<file path="src/rtl/filter_event_scheduler.sv">
// Event scheduler after the trapezoidal shaper: threshold arming, windowed peak search,
// pile-up flagging, hold-off/re-arm and a one-deep valid/ready output register.
`timescale 1ns/1ps
module filter_event_scheduler #(
  parameter int unsigned DATA_W = 16,
  parameter int unsigned TS_W   = 32,
  parameter int unsigned CNT_W  = 8,
  parameter int unsigned DROP_W = 16
) (
  input  logic              clk,
  input  logic              reset,
  input  logic              enable,
  input  logic [DATA_W-1:0] filter_data,
  input  logic [DATA_W-1:0] threshold,
  input  logic [CNT_W-1:0]  peak_window,
  input  logic [CNT_W-1:0]  holdoff,
  output logic              ev_valid,
  input  logic              ev_ready,
  output logic [DATA_W-1:0] ev_amplitude,
  output logic [TS_W-1:0]   ev_time,
  output logic              ev_pileup,
  output logic [DROP_W-1:0] drop_count,
  output logic              busy
);

  localparam logic [1:0] StIdle    = 2'd0;
  localparam logic [1:0] StArmed   = 2'd1;
  localparam logic [1:0] StSearch  = 2'd2;
  localparam logic [1:0] StHoldoff = 2'd3;

  localparam logic [TS_W-1:0]   TsOne  = TS_W'(1);
  localparam logic [CNT_W-1:0]  CntOne = CNT_W'(1);
  localparam logic [DROP_W-1:0] DropOne = DROP_W'(1);

  logic [1:0]        state_q, state_d;
  logic [TS_W-1:0]   ts_q;
  logic [DATA_W-1:0] peak_q, peak_d;
  logic [TS_W-1:0]   peak_ts_q, peak_ts_d;
  logic [CNT_W-1:0]  cnt_q, cnt_d;
  logic [CNT_W-1:0]  hcnt_q, hcnt_d;
  logic              below_q, below_d;
  logic              pileup_q, pileup_d;

  logic              ev_valid_q, ev_valid_d;
  logic [DATA_W-1:0] ev_amp_q, ev_amp_d;
  logic [TS_W-1:0]   ev_time_q, ev_time_d;
  logic              ev_pileup_q, ev_pileup_d;
  logic [DROP_W-1:0] drop_q, drop_d;

  logic above;
  logic emit;
  logic load;

  assign above = filter_data > threshold;

  always_comb begin
    state_d   = state_q;
    peak_d    = peak_q;
    peak_ts_d = peak_ts_q;
    cnt_d     = cnt_q;
    hcnt_d    = hcnt_q;
    below_d   = below_q;
    pileup_d  = pileup_q;
    emit      = 1'b0;
    if (!enable) begin
      // Disabling abandons any search silently; the output register is left alone.
      state_d = StIdle;
    end else begin
      case (state_q)
        StIdle: state_d = StArmed;
        StArmed: begin
          if (above) begin
            state_d   = StSearch;
            peak_d    = filter_data;
            peak_ts_d = ts_q;
            cnt_d     = peak_window;
            below_d   = 1'b0;
            pileup_d  = 1'b0;
          end
        end
        StSearch: begin
          if (cnt_q == '0) begin
            emit    = 1'b1;
            state_d = StHoldoff;
            hcnt_d  = holdoff;
          end else begin
            cnt_d = cnt_q - CntOne;
            // Strict compare keeps the earliest sample of a flat-top maximum.
            if (filter_data > peak_q) begin
              peak_d    = filter_data;
              peak_ts_d = ts_q;
            end
            if (!above) below_d = 1'b1;
            if (below_q && above) pileup_d = 1'b1;
          end
        end
        StHoldoff: begin
          if (hcnt_q != '0) begin
            hcnt_d = hcnt_q - CntOne;
          end else if (!above) begin
            state_d = StArmed;
          end
        end
        default: state_d = StIdle;
      endcase
    end
  end

  assign load = emit && (!ev_valid_q || ev_ready);

  always_comb begin
    ev_valid_d  = ev_valid_q;
    ev_amp_d    = ev_amp_q;
    ev_time_d   = ev_time_q;
    ev_pileup_d = ev_pileup_q;
    drop_d      = drop_q;
    if (load) begin
      ev_valid_d  = 1'b1;
      ev_amp_d    = peak_q;
      ev_time_d   = peak_ts_q;
      ev_pileup_d = pileup_q;
    end else if (ev_valid_q && ev_ready) begin
      ev_valid_d = 1'b0;
    end
    if (emit && ev_valid_q && !ev_ready && (drop_q != '1)) begin
      drop_d = drop_q + DropOne;
    end
  end

  always_ff @(posedge clk or negedge reset) begin
    if (!reset) begin
      state_q     <= StIdle;
      ts_q        <= '0;
      peak_q      <= '0;
      peak_ts_q   <= '0;
      cnt_q       <= '0;
      hcnt_q      <= '0;
      below_q     <= 1'b0;
      pileup_q    <= 1'b0;
      ev_valid_q  <= 1'b0;
      ev_amp_q    <= '0;
      ev_time_q   <= '0;
      ev_pileup_q <= 1'b0;
      drop_q      <= '0;
    end else begin
      state_q     <= state_d;
      ts_q        <= ts_q + TsOne;
      peak_q      <= peak_d;
      peak_ts_q   <= peak_ts_d;
      cnt_q       <= cnt_d;
      hcnt_q      <= hcnt_d;
      below_q     <= below_d;
      pileup_q    <= pileup_d;
      ev_valid_q  <= ev_valid_d;
      ev_amp_q    <= ev_amp_d;
      ev_time_q   <= ev_time_d;
      ev_pileup_q <= ev_pileup_d;
      drop_q      <= drop_d;
    end
  end

  assign ev_valid     = ev_valid_q;
  assign ev_amplitude = ev_amp_q;
  assign ev_time      = ev_time_q;
  assign ev_pileup    = ev_pileup_q;
  assign drop_count   = drop_q;
  assign busy         = (state_q == StSearch) || (state_q == StHoldoff);

endmodule

</file>
<file path="config.mk">
export PLATFORM = sky130hd
export DESIGN_NAME = filter_event_scheduler
export DESIGN_NICKNAME = d
export VERILOG_FILES = /design/src/rtl/filter_event_scheduler.sv
export SDC_FILE = /design/constraint.sdc
export NUM_CORES = 1
export LEC_CHECK = 0
export CAP_MARGIN = 20
export CORE_UTILIZATION = 54
export DETAILED_ROUTE_END_ITERATION = 10
export PLACE_DENSITY = 0.78
export SYNTH_ARGS = -nofsm -noshare
export SYNTH_HDL_FRONTEND = slang
export SYNTH_SLANG_ARGS = --single-unit
export TNS_END_PERCENT = 5
</file>
<file path="constraint.sdc">
create_clock -name clk -period 2.9 [get_ports clk]
set_input_delay 0.58 -clock clk [delete_from_list [all_inputs] [get_ports clk]]
set_output_delay 0.58 -clock clk [all_outputs]
set_load 0.01 [all_outputs]
</file>
After elaboration in Yosys (flattened, before gate mapping). Cells that the tools add are included.

Register bits after elaboration: 166. Input bits: 52.

$add $sub $neg: 4. $lt $le $gt $ge: 2. Equality and inequality tests: 15. Multiplexer cells: 32. Reduce and logical (&&, ||, !) cells: 22.

Operators with widths (number): $mux W32 (3); $pmux W32 S2 (1); $mux W16 (3); $add A32 B1 Y32 const B (1); $gt A16 B16 Y1 (2); $mux W8 (4); $pmux W16 S2 (1); $pmux W8 S2 (2); $add A16 B1 Y16 const B (1); $ne A16 B16 Y1 const B (1); $sub A8 B1 Y8 const B (2); $reduce_and A5 Y1 (3); $ne A2 B2 Y1 const B (7); $ne A3 B3 Y1 const B (4); $reduce_and A4 Y1 (3); $mux W1 (10); $mux W2 (5); $logic_not A8 Y1 (1); $pmux W2 S4 (1); $reduce_bool A8 Y1 (1); $logic_and A1 B1 Y1 (6); $reduce_bool A2 Y1 (3); $eq A2 B2 Y1 const B (2); $pmux W1 S2 (2); 4 further kinds (6).

Logic depth before layout (Yosys ltp). Gate-level depths: netlist of the first run.

Depth after elaboration: 7. Depth in mapped cells: 11. Gate-level depth less buffers: 9.

Least setup slack after synthesis of the first run. Ideal clock, no wire load.

Path kind: input port to flip-flop. Start point: in threshold[15]. End point: reg peak_q[0]. Setup time: 0.125 ns. Arrival: 2.646 ns. Setup slack: 0.129 ns. Stages: 11. Path through: inv_1 ha_1 nand4_2 nor4_2 a21bo_1 nand4b_1 o211ai_1 a211o_2 buf_6 buf_8 mux2_4.

Word-level cells in the longest chain between the ends: 3.

RTL lines: start, declared (line 14) `input logic [DATA_W-1:0] threshold,`; $gt A16 B16 Y1 (line 54) `assign above = filter_data > threshold;`; $ne A2 B2 Y1 (no line); $reduce_and A5 Y1 (no line); end signal, assigned (line 148) `peak_q <= peak_d;`; end, declared (line 37) `logic [DATA_W-1:0] peak_q, peak_d;`.

No other way between the ends. A chain may end at the register's enable or synchronous reset.

Worst setup path after layout of the first run.
Start point: in threshold[12]. End point: reg peak_q[15].

Same word-level chain as after synthesis.

==> impl_metrics.yaml, run 1 <==
status:
  outcome: "finished with violations"
  violations: "negative setup slack"
layout:
  drive_above_1_share_pct: 23.9
  syn_to_final_growth_pct: 33.6
  fillers: 904
  diodes: 0
  utilization_pct: 74.8
  final_cell_area_mm2: 0.0105
  layout.nets: 937
setup_path:
  crit_cells: 12
  path_class: "in2reg"
  path_buf_inv: 4
  crit_chain: "clkdlybuf4s50_1 -> inv_1 -> ha_4 -> nand4_4 -> buf_6 -> nor3_2 -> or3_4 -> nand4b_1 -> o211ai_1 -> a211o_4 -> clkbuf_16 -> mux2_4"
  cp_slowest_cell: "clkdlybuf4s50_1"
  cp.arrival_ns: 3.22
  path_max_fanout: 8
  r2r_slack_ns: 0.03
  path_delay_family: "buffers and inverters"
  start_kind: "input port"
  worstSetupEndpointType: "flip-flop"
  cp.required_ns: 3.21
  cpPeakStageDelay_ns: 0.45
  r2r_cells: 10
timing:
  fin_crit_sh_pct: 100
  relSlewSlack_pct: 71.1
  fmax_mhz: 343
  fin_ws_ns: -0.0130
  fin_skew_ns: 0.00845
  final_max_slew_viol_count: 0
  rsz0062_at_grt: "yes"
  fin_crit_ns: 2.91
  setup_violations: 11
  hold_viol: 0
  worstMarginPinSlew_ns: 0.432
detailed_routing:
  wl_mm: 17.8
  ant_nets: 0
  first_iter_violations: 309
  first_pass_iters: 4
  wl_per_cell_um: 17.1
  drt-vias-per-instance: 5.54
  routed-via-count: 5750
  route.detailed.drc: 0
clocking:
  clk_latency_ns: 0.43
  htreeDepth: 4
  clk_path_buf_depth: 2
  cts_tree: "done"
  path_clk_slew_ns: 0.06
  root_buffer: "clkbuf_16"
  hold_buffers: 0
  cts_buffers: 17
  cts_sinks: 166
power:
  peakVddDrop_v: 0.000432
  total_power_w: 0.00689
  p_per_area_mw_per_mm2: 656
  leakage_nw: 5.13
synth:
  yosys_warnings: 0
  ys.flop_type: "dfrtp_1"
  muxShareOfSynthArea_pct: 13.6
  ys_seq_area_share_pct: 52.8
  yosysMostFrequentCell: "dfrtp_1"
  synth_compound_area_share_pct: 6.06
  synth_area_mm2: 0.00786
  syn_avg_cell_area_um2: 11.6
  synthAdderAreaFrac_pct: 6.37
  synthCells: 679
  synth_top_family_by_area: "multiplexers"
  synth_simple_gate_area_share_pct: 12.4
  synthArstFlopShare_pct: 100
  synthesis.nets: 771
  synth-edff-count: 0
  ys_ff_latch: 166
  yosysUniqueCellTypes: 51
  synth.largest_area_cell: "dfrtp_1"
  yosys.area.top_type_share_pct: 52.8
  synth_xor_area_share_pct: 5.01
  yosys-top-cells-count: "dfrtp_1 (166), mux2_2 (63), nand2_1 (54)"
  synthTopCellsByArea: "dfrtp_1 (53%), mux2_2 (9.0%), ha_1 (6.4%)"
floorplan:
  coreArea_mm2: 0.0140
  die_w_um: 123
  start_util_pct: 56.0
  die_area_mm2: 0.0150
  fp-row-count: 43
  die_h_um: 123
  num_io_pins: 119
placed_design:
  hpwlAfterDp_mm: 11.4
  postPlaceCellArea_mm2: 0.00949
  gp_congestion: 0.871
  port_buffers: 118
  pre_cts_ws_ns: -0.535
global_routing:
  grt-ovfl-total: 0
  grt_max_degree: 66
  grt_pass1_wl_mm: 27.3
  grt_pass1_vias: 5745
  grt_usage_pct: 23.5
  antenna_found_initial: 0
job:
  drv_cap: 0
worst_hold_path:
  hold_path.class: "in2async"
[area by class of cell]
class | count | area, um2 | area share [%]
flip-flops and latches | 166 | 4150 | 39.6
multi-input cells | 445 | 3680 | 35.0
clock buffers | 23 | 458 | 4.36
well taps | 180 | 225 | 2.14
repair buffers | 167 | 1730 | 16.5
inverters | 48 | 180 | 1.72
clock inverters | 9 | 70.1 | 0.667
[flip-flops by register name (all words and copies together) (netlist names)]
signal,flops
ev_time,32
peak_ts_q,32
ts_q,32
drop_count,16
ev_amplitude,16
peak_q,16
cnt_q,8
hcnt_q,8
state_q,2
below_q,1
ev_pileup,1
ev_valid,1
pileup_q,1
[power breakdown]
group          switching (W)  total, W  internal (W)
combinational       0.000925   0.00195       0.00103
clock               0.000922   0.00205       0.00112
sequential          0.000258   0.00289       0.00263
[stage by stage]
step	instances	TNS [ns]	hold slack (ns)
2_1_floorplan	679	0	0.284
3_3_place_gp	995	-17.86	0.465
3_5_place_dp	995	-23.05	0.473
4_1_cts	1027	-0.126	0.0612
5_1_grt	1038	-2.32	0.0721
6_report	1038	-0.0940	0.0514
[kinds of logic (layout without fill, tap and decap cells)]
group	Yosys count	in the layout
adders and majority gates	40	40
and+or+nand+nor	193	193
buffers and inverters	68	247
muxes	89	89
AOI/OAI and AO/OA	78	78
xor gates and xnor gates	45	45
DFF	166	166
[timing repair]
item                                    4_1_cts  5_1_grt
setup buffers                                 0        5
endpoints found under the setup margin       17       54
pin swaps                                     0       12
gates resized for setup                       1       70
gates cloned                                  0        6
[worst paths after layout]
check	startpoint	endpoint
max	threshold[12]	peak_q[15]
min	reset	ev_amplitude[10]
max reg2reg	cnt_q[0]	peak_ts_q[13]
min reg2reg	ev_amplitude[2]	ev_amplitude[2]
max in group asynchronous	reset	peak_ts_q[5]
min in group clk	ev_amplitude[2]	ev_amplitude[2]
[placed cells by master (no fill, tap or decap), types with 3 or more instances in the layout]
cell               n
buf_6              4
clkbuf_1           5
o21ai_0           27
clkinvlp_4         4
nand4_1           12
nand3b_1           6
inv_2             11
inv_6              3
nand3_1           35
a31oi_1            4
inv_1             37
nor2_1            33
mux2i_1            6
ha_1              26
mux2_4            22
clkbuf_16         20
nand2_1           52
or3_1              7
a21oi_1           20
mux2_2            61
dlymetal6s2s_1    20
o22a_1             7
buf_12             5
xor2_1            11
and4_1             3
xnor2_1           34
nand2b_1           3
ha_4              13
dfrtp_1          166
nor3_1            12
and3_1            10
clkdlybuf4s50_1   97
buf_4             37
[metal layers]
layer	up-vias	track usage [%]	wire (um)
li1	2691	-	-
met5	-	0	0
met2	142	39.2	8590
met3	38	5.02	784
met1	2879	30.2	7970
met4	0	8.38	435
(Power assumes the default switching activity.)
==> run 2: changes to the inputs <==
--- a/config.mk
+++ b/config.mk
@@ -6,9 +6,10 @@
 export NUM_CORES = 1
 export LEC_CHECK = 0
 export CAP_MARGIN = 20
-export CORE_UTILIZATION = 54
+export CORE_UTILIZATION = 59
 export DETAILED_ROUTE_END_ITERATION = 10
-export PLACE_DENSITY = 0.78
+export PLACE_DENSITY = 0.84
+export SLEW_MARGIN = 20
 export SYNTH_ARGS = -nofsm -noshare
 export SYNTH_HDL_FRONTEND = slang
 export SYNTH_SLANG_ARGS = --single-unit
==> constraint.sdc (replaced) <==
create_clock -name clk -period 3.4 [get_ports clk]
set_input_delay 0.68 -clock clk [delete_from_list [all_inputs] [get_ports clk]]
set_output_delay 0.68 -clock clk [all_outputs]
set_load 0.01 [all_outputs]
==> run 2 against run 1 <==
The flow now finishes without violations. Combinational power is 30% lower. Worst setup slack better by 0.32 ns. Critical path depth is 1 lower. Register-to-register slack better by 0.47 ns. Sequential power is 15% lower. Count of clock-buffer cells in the layout is 2 lower. Hold slack better by 0.23 ns.
==> impl_metrics.yaml, run 2 (same netlist as run 1, synthesis figures left out) <==
timing:
  hold_viol: 0
  final_max_slew_viol_count: 0
  fmax_mhz: 323
  setup_violations: 0
  fin_crit_sh_pct: 91.1
  fin_ws_ns: 0.302
  fin_skew_ns: 0.00651
  rsz0062_at_grt: "no"
  fin_crit_ns: 3.10
  relSlewSlack_pct: 51.0
  worstMarginPinSlew_ns: 0.735
layout:
  final_common_cell: "dfrtp_1"
  syn_to_final_growth_pct: 26.2
  drive_above_1_share_pct: 16.5
  mostFrequentLayoutCells: "dfrtp_1 (166), clkdlybuf4s50_1 (117), mux2_2 (63)"
  utilization_pct: 77.3
  multiInputGateArea_mm2: 0.00342
  fillers: 819
  layout.nets: 902
  diodes: 0
  regArea_mm2: 0.00415
clocking:
  post_cts_buffers: 0
  cts_tree: "done"
  hold_buffers: 0
  clk_latency_ns: 0.43
  clk_path_buf_depth: 2
  path_clk_slew_ns: 0.06
  cts_buffers: 17
  root_buffer: "clkbuf_16"
  htreeDepth: 4
  postCtsResizedCells: 0
  cts_sinks: 166
detailed_routing:
  first_pass_iters: 5
  route.detailed.drc: 0
  drt-vias-per-instance: 5.61
  wl_per_cell_um: 16.6
  ant_nets: 0
  routed-via-count: 5580
  wl_mm: 16.5
  first_iter_violations: 371
floorplan:
  start_util_pct: 61.3
  die_h_um: 117
  num_io_pins: 119
  die_area_mm2: 0.0138
  die_w_um: 117
  coreArea_mm2: 0.0128
  fp-row-count: 41
power:
  p_switching_w: 0.00167
  peakVddDrop_v: 0.000343
  sequentialPowerShare_pct: 41.7
  p_clk_share_pct: 34.9
  power_frac_comb_pct: 23.4
  leakage_nw: 4.77
  p_int_w: 0.00421
  swShare_pct: 28.4
  total_power_w: 0.00588
  p_per_area_mw_per_mm2: 593
setup_path:
  r2r_slack_ns: 0.50
  worstSetupEndpointType: "flip-flop"
  reg2reg_to: "peak_ts_q[2]"
  r2r_cells: 10
  start_kind: "input port"
  r2r_start: "cnt_q[0]"
  cp.arrival_ns: 3.40
  path_class: "in2reg"
  startpoint: "threshold[15]"
  cp.required_ns: 3.71
  path_max_fanout: 39
worst_hold_path:
  hold_path.class: "in2async"
placed_design:
  hpwlAfterDp_mm: 11.4
  pre_cts_ws_ns: -0.116
  port_buffers: 118
  gp_congestion: 0.848
global_routing:
  grt_max_degree: 81
  grt_usage_pct: 25.7
  use_met1_pct: 33.9
  use_met3_pct: 5.20
  grt_pass1_wl_mm: 28.2
  antenna_found_initial: 0
  use_met2_pct: 42.7
  grt-ovfl-total: 0
  grt_pass1_vias: 5777
  grt_busiest_layer: "met2"
job:
  drv_cap: 0
status:
  outcome: "finished clean"
## run 2: layout make-up
class / count / share of cell area [%]
Clock buffer: 21 / 4.64
Multi-Input combinational cell: 445 / 34.4
Inverter: 48 / 1.82
Tap cell: 172 / 2.17
Timing Repair Buffer: 132 / 13.4
Clock inverter: 10 / 1.70
Sequential cell: 166 / 41.9
## run 2: how the worst max path moves through the flow
stage / end / slack, ns
floorplan: peak_q[0] / 0.53
global placement: peak_ts_q[26] / 0.02
detailed placement: peak_ts_q[29] / -0.12
CTS: peak_ts_q[29] / 0.32
global route: peak_ts_q[29] / 0.20
finish: peak_ts_q[29] / 0.30
## run 2: power groups by stage
stage	sequential [W]	clock, W	combinational [W]
after floorplan	0.00243	0	0.000991
after global placement	0.00246	0	0.00128
after detailed placement	0.00247	0	0.00136
after CTS	0.00245	0.00208	0.00138
after global routing	0.00249	0.00216	0.00152
final	0.00245	0.00205	0.00137
## run 2: per-stage QoR
stage	hold slack, ns	cell area (um2)	setup TNS, ns	cells
final	0.280	9920	0	994
after global routing	0.341	9920	0	994
after CTS	0.302	9920	0	994
after detailed placement	0.467	9290	-4.26	963
after global placement	0.462	9290	0	963
after floorplan	0.384	7860	0	679
## run 2: critical path, cell delays in order
cell	delay, ns
clkdlybuf4s50_1	0.46
inv_1	0.05
ha_1	0.33
nand4_2	0.17
nor4_2	0.37
a21bo_1	0.26
nand4b_1	0.10
o211ai_1	0.12
a211o_2	0.33
buf_12	0.20
mux2_4	0.32
## run 2: layer usage
layer,vias to the layer above,wire (um)
met4,0,162
met3,14,742
met2,159,8140
li1,2622,-
met1,2785,7450
met5,-,0
==> run 3: changes to the inputs <==
--- a/config.mk
+++ b/config.mk
@@ -6,8 +6,11 @@
 export NUM_CORES = 1
 export LEC_CHECK = 0
 export CAP_MARGIN = 20
+export CORE_MARGIN = 3
 export CORE_UTILIZATION = 59
+export CTS_CLUSTER_SIZE = 40
 export DETAILED_ROUTE_END_ITERATION = 10
+export MAX_ROUTING_LAYER = met4
 export PLACE_DENSITY = 0.84
 export SLEW_MARGIN = 20
 export SYNTH_ARGS = -nofsm -noshare
==> run 3 against run 2 <==
Combinational power about the same. Critical path depth fell by 2. Maximum frequency increased by 0.26%. Via count shrank 0.30%. Sequential cell count stayed put. Sequential share of layout area is essentially flat. Clock power barely moved. Global-route usage is 1.3 points lower. Wire length rose by 0.95%. Count of clock-buffer cells in the layout shrank 4. Worst setup slack gained 0.0080 ns. Critical endpoint is now state_q[1].
==> impl_metrics.yaml, run 3 (same netlist as run 1, synthesis figures left out) <==
timing:
  fin_skew_ns: 0.0131
  fin_ws_ns: 0.310
  fin_crit_ns: 3.09
  worstMarginPinSlew_ns: 0.885
  fin_crit_sh_pct: 90.9
  setup_violations: 0
  relSlewSlack_pct: 41.0
  hold_viol: 0
  setup_tns_ns: 0
  final_max_slew_viol_count: 0
  fmax_mhz: 324
  rsz0062_at_grt: "no"
clocking:
  root_buffer: "clkbuf_16"
  path_clk_slew_ns: 0.06
  postCtsResizedCells: 0
  post_cts_buffers: 0
  htreeDepth: 4
  cts_sinks: 166
  cts_tree: "done"
  clk_path_buf_depth: 2
  cts_buffers: 17
  hold_buffers: 0
  clk_latency_ns: 0.43
floorplan:
  fp-row-count: 41
  coreArea_mm2: 0.0128
  start_util_pct: 61.3
  die_w_um: 121
  die_h_um: 121
  die_area_mm2: 0.0147
  num_io_pins: 119
layout:
  drive_above_1_share_pct: 16.8
  final_common_cell: "dfrtp_1"
  diodes: 0
  mostFrequentLayoutCells: "dfrtp_1 (166), clkdlybuf4s50_1 (117), mux2_2 (63)"
  final_cell_area_mm2: 0.00993
  layout.nets: 902
  fin_cells: 994
  syn_to_final_growth_pct: 26.3
  utilization_pct: 77.4
setup_path:
  cp_slowest_cell: "clkdlybuf4s50_1"
  path_max_fanout: 3
  r2r_slack_ns: 0.59
  r2r_cells: 10
  cp.required_ns: 3.75
  path_class: "in2reg"
  crit_chain: "clkdlybuf4s50_1 -> ha_1 -> a21oi_1 -> nor3_1 -> or3_1 -> or3_1 -> o221a_2 -> a211oi_1 -> mux2i_1"
  r2r_start: "cnt_q[0]"
  start_kind: "input port"
  cpPeakStageDelay_ns: 0.49
  reg2reg_to: "peak_ts_q[15]"
  cp.arrival_ns: 3.44
  startpoint: "filter_data[9]"
  worstSetupEndpointType: "flip-flop"
  cpMostUsedCell: "or3_1"
power:
  p_per_area_mw_per_mm2: 595
  p_switching_w: 0.00172
  p_int_w: 0.00419
  sequentialPowerShare_pct: 41.5
  power_frac_comb_pct: 23.3
  leakage_nw: 4.77
  peakVddDrop_v: 0.000403
  p_clk_share_pct: 35.3
  swShare_pct: 29.1
detailed_routing:
  ant_nets: 0
  wl_per_cell_um: 16.7
  first_iter_violations: 494
  routed-via-count: 5563
  wl_mm: 16.6
  drt-vias-per-instance: 5.60
  first_pass_iters: 5
  route.detailed.drc: 0
placed_design:
  port_buffers: 118
  gp_congestion: 0.905
  hpwlAfterDp_mm: 11.6
  pre_cts_ws_ns: -0.0544
  postPlaceCellArea_mm2: 0.00929
  post-place-cells: 963
global_routing:
  grt_max_degree: 98
  grt-ovfl-total: 0
  grt_pass1_vias: 5700
  antenna_found_initial: 0
  grt_usage_pct: 24.3
  grt_pass1_wl_mm: 27.7
status:
  outcome: "finished clean"
job:
  drv_cap: 0
worst_hold_path:
  hold_path.class: "in2async"
run 3: cell types whose count changed in the layout (fill, tap and decap cells not counted):
cell | previous run | this run
inv_8 | 0 | 1
clkinv_2 | 1 | 0
clkbuf_8 | 2 | 0
inv_6 | 3 | 8
clkbuf_1 | 2 | 0
clkinv_4 | 2 | 1
run 3: how the worst max path moves through the flow:
stage               slack, ns            end  depth (start not counted)
floorplan                0.53      peak_q[0]                         11
detailed placement      -0.05  peak_ts_q[26]                         11
CTS                      0.38  peak_ts_q[26]                         11
global route             0.23  peak_ts_q[26]                         11
global placement         0.02  peak_ts_q[26]                         11
finish                   0.31     state_q[1]                          9
run 3: critical path, delay by kind of cell:
kind | cells | cell delay, ns
and+or+nand+nor | 3 | 0.80
muxes | 1 | 0.24
buffers and inverters | 1 | 0.49
AOI/OAI and AO/OA | 3 | 0.86
adders and majority gates | 1 | 0.36
run 3: power by group through the flow:
stage	Combinational [W]	Clock, W	Sequential [W]
CTS	0.00138	0.00211	0.00244
global route	0.00153	0.00221	0.00249
finish	0.00137	0.00208	0.00245
floorplan	0.000991	0	0.00243
global placement	0.00128	0	0.00246
detailed placement	0.00135	0	0.00247
run 3: stage by stage:
stage	power (W)	hold WS [ns]
after CTS	0.00593	0.370
after detailed placement	0.00383	0.464
after global placement	0.00374	0.464
final	0.00590	0.310
after global routing	0.00622	0.384
after floorplan	0.00342	0.384
run 3: cell type report:
cell class,count,area (um2)
inverter,48,180
multi-input combinational,445,3420
sequential,166,4150
fill,793,2900
clock inverter,14,210
clock buffer,17,425
timing repair buffer,132,1330
tap,172,215
run 3: metal layers:
metal | wire length [um] | track usage [%] | part of all wire (%) | vias to the layer above
met5 | 0 | - | 0 | -
met3 | 896 | 4.80 | 5.4 | 27
met4 | 285 | 8.19 | 1.7 | 0
li1 | - | - | - | 2628
met1 | 7530 | 32.8 | 45 | 2736
met2 | 7930 | 37.4 | 48 | 172
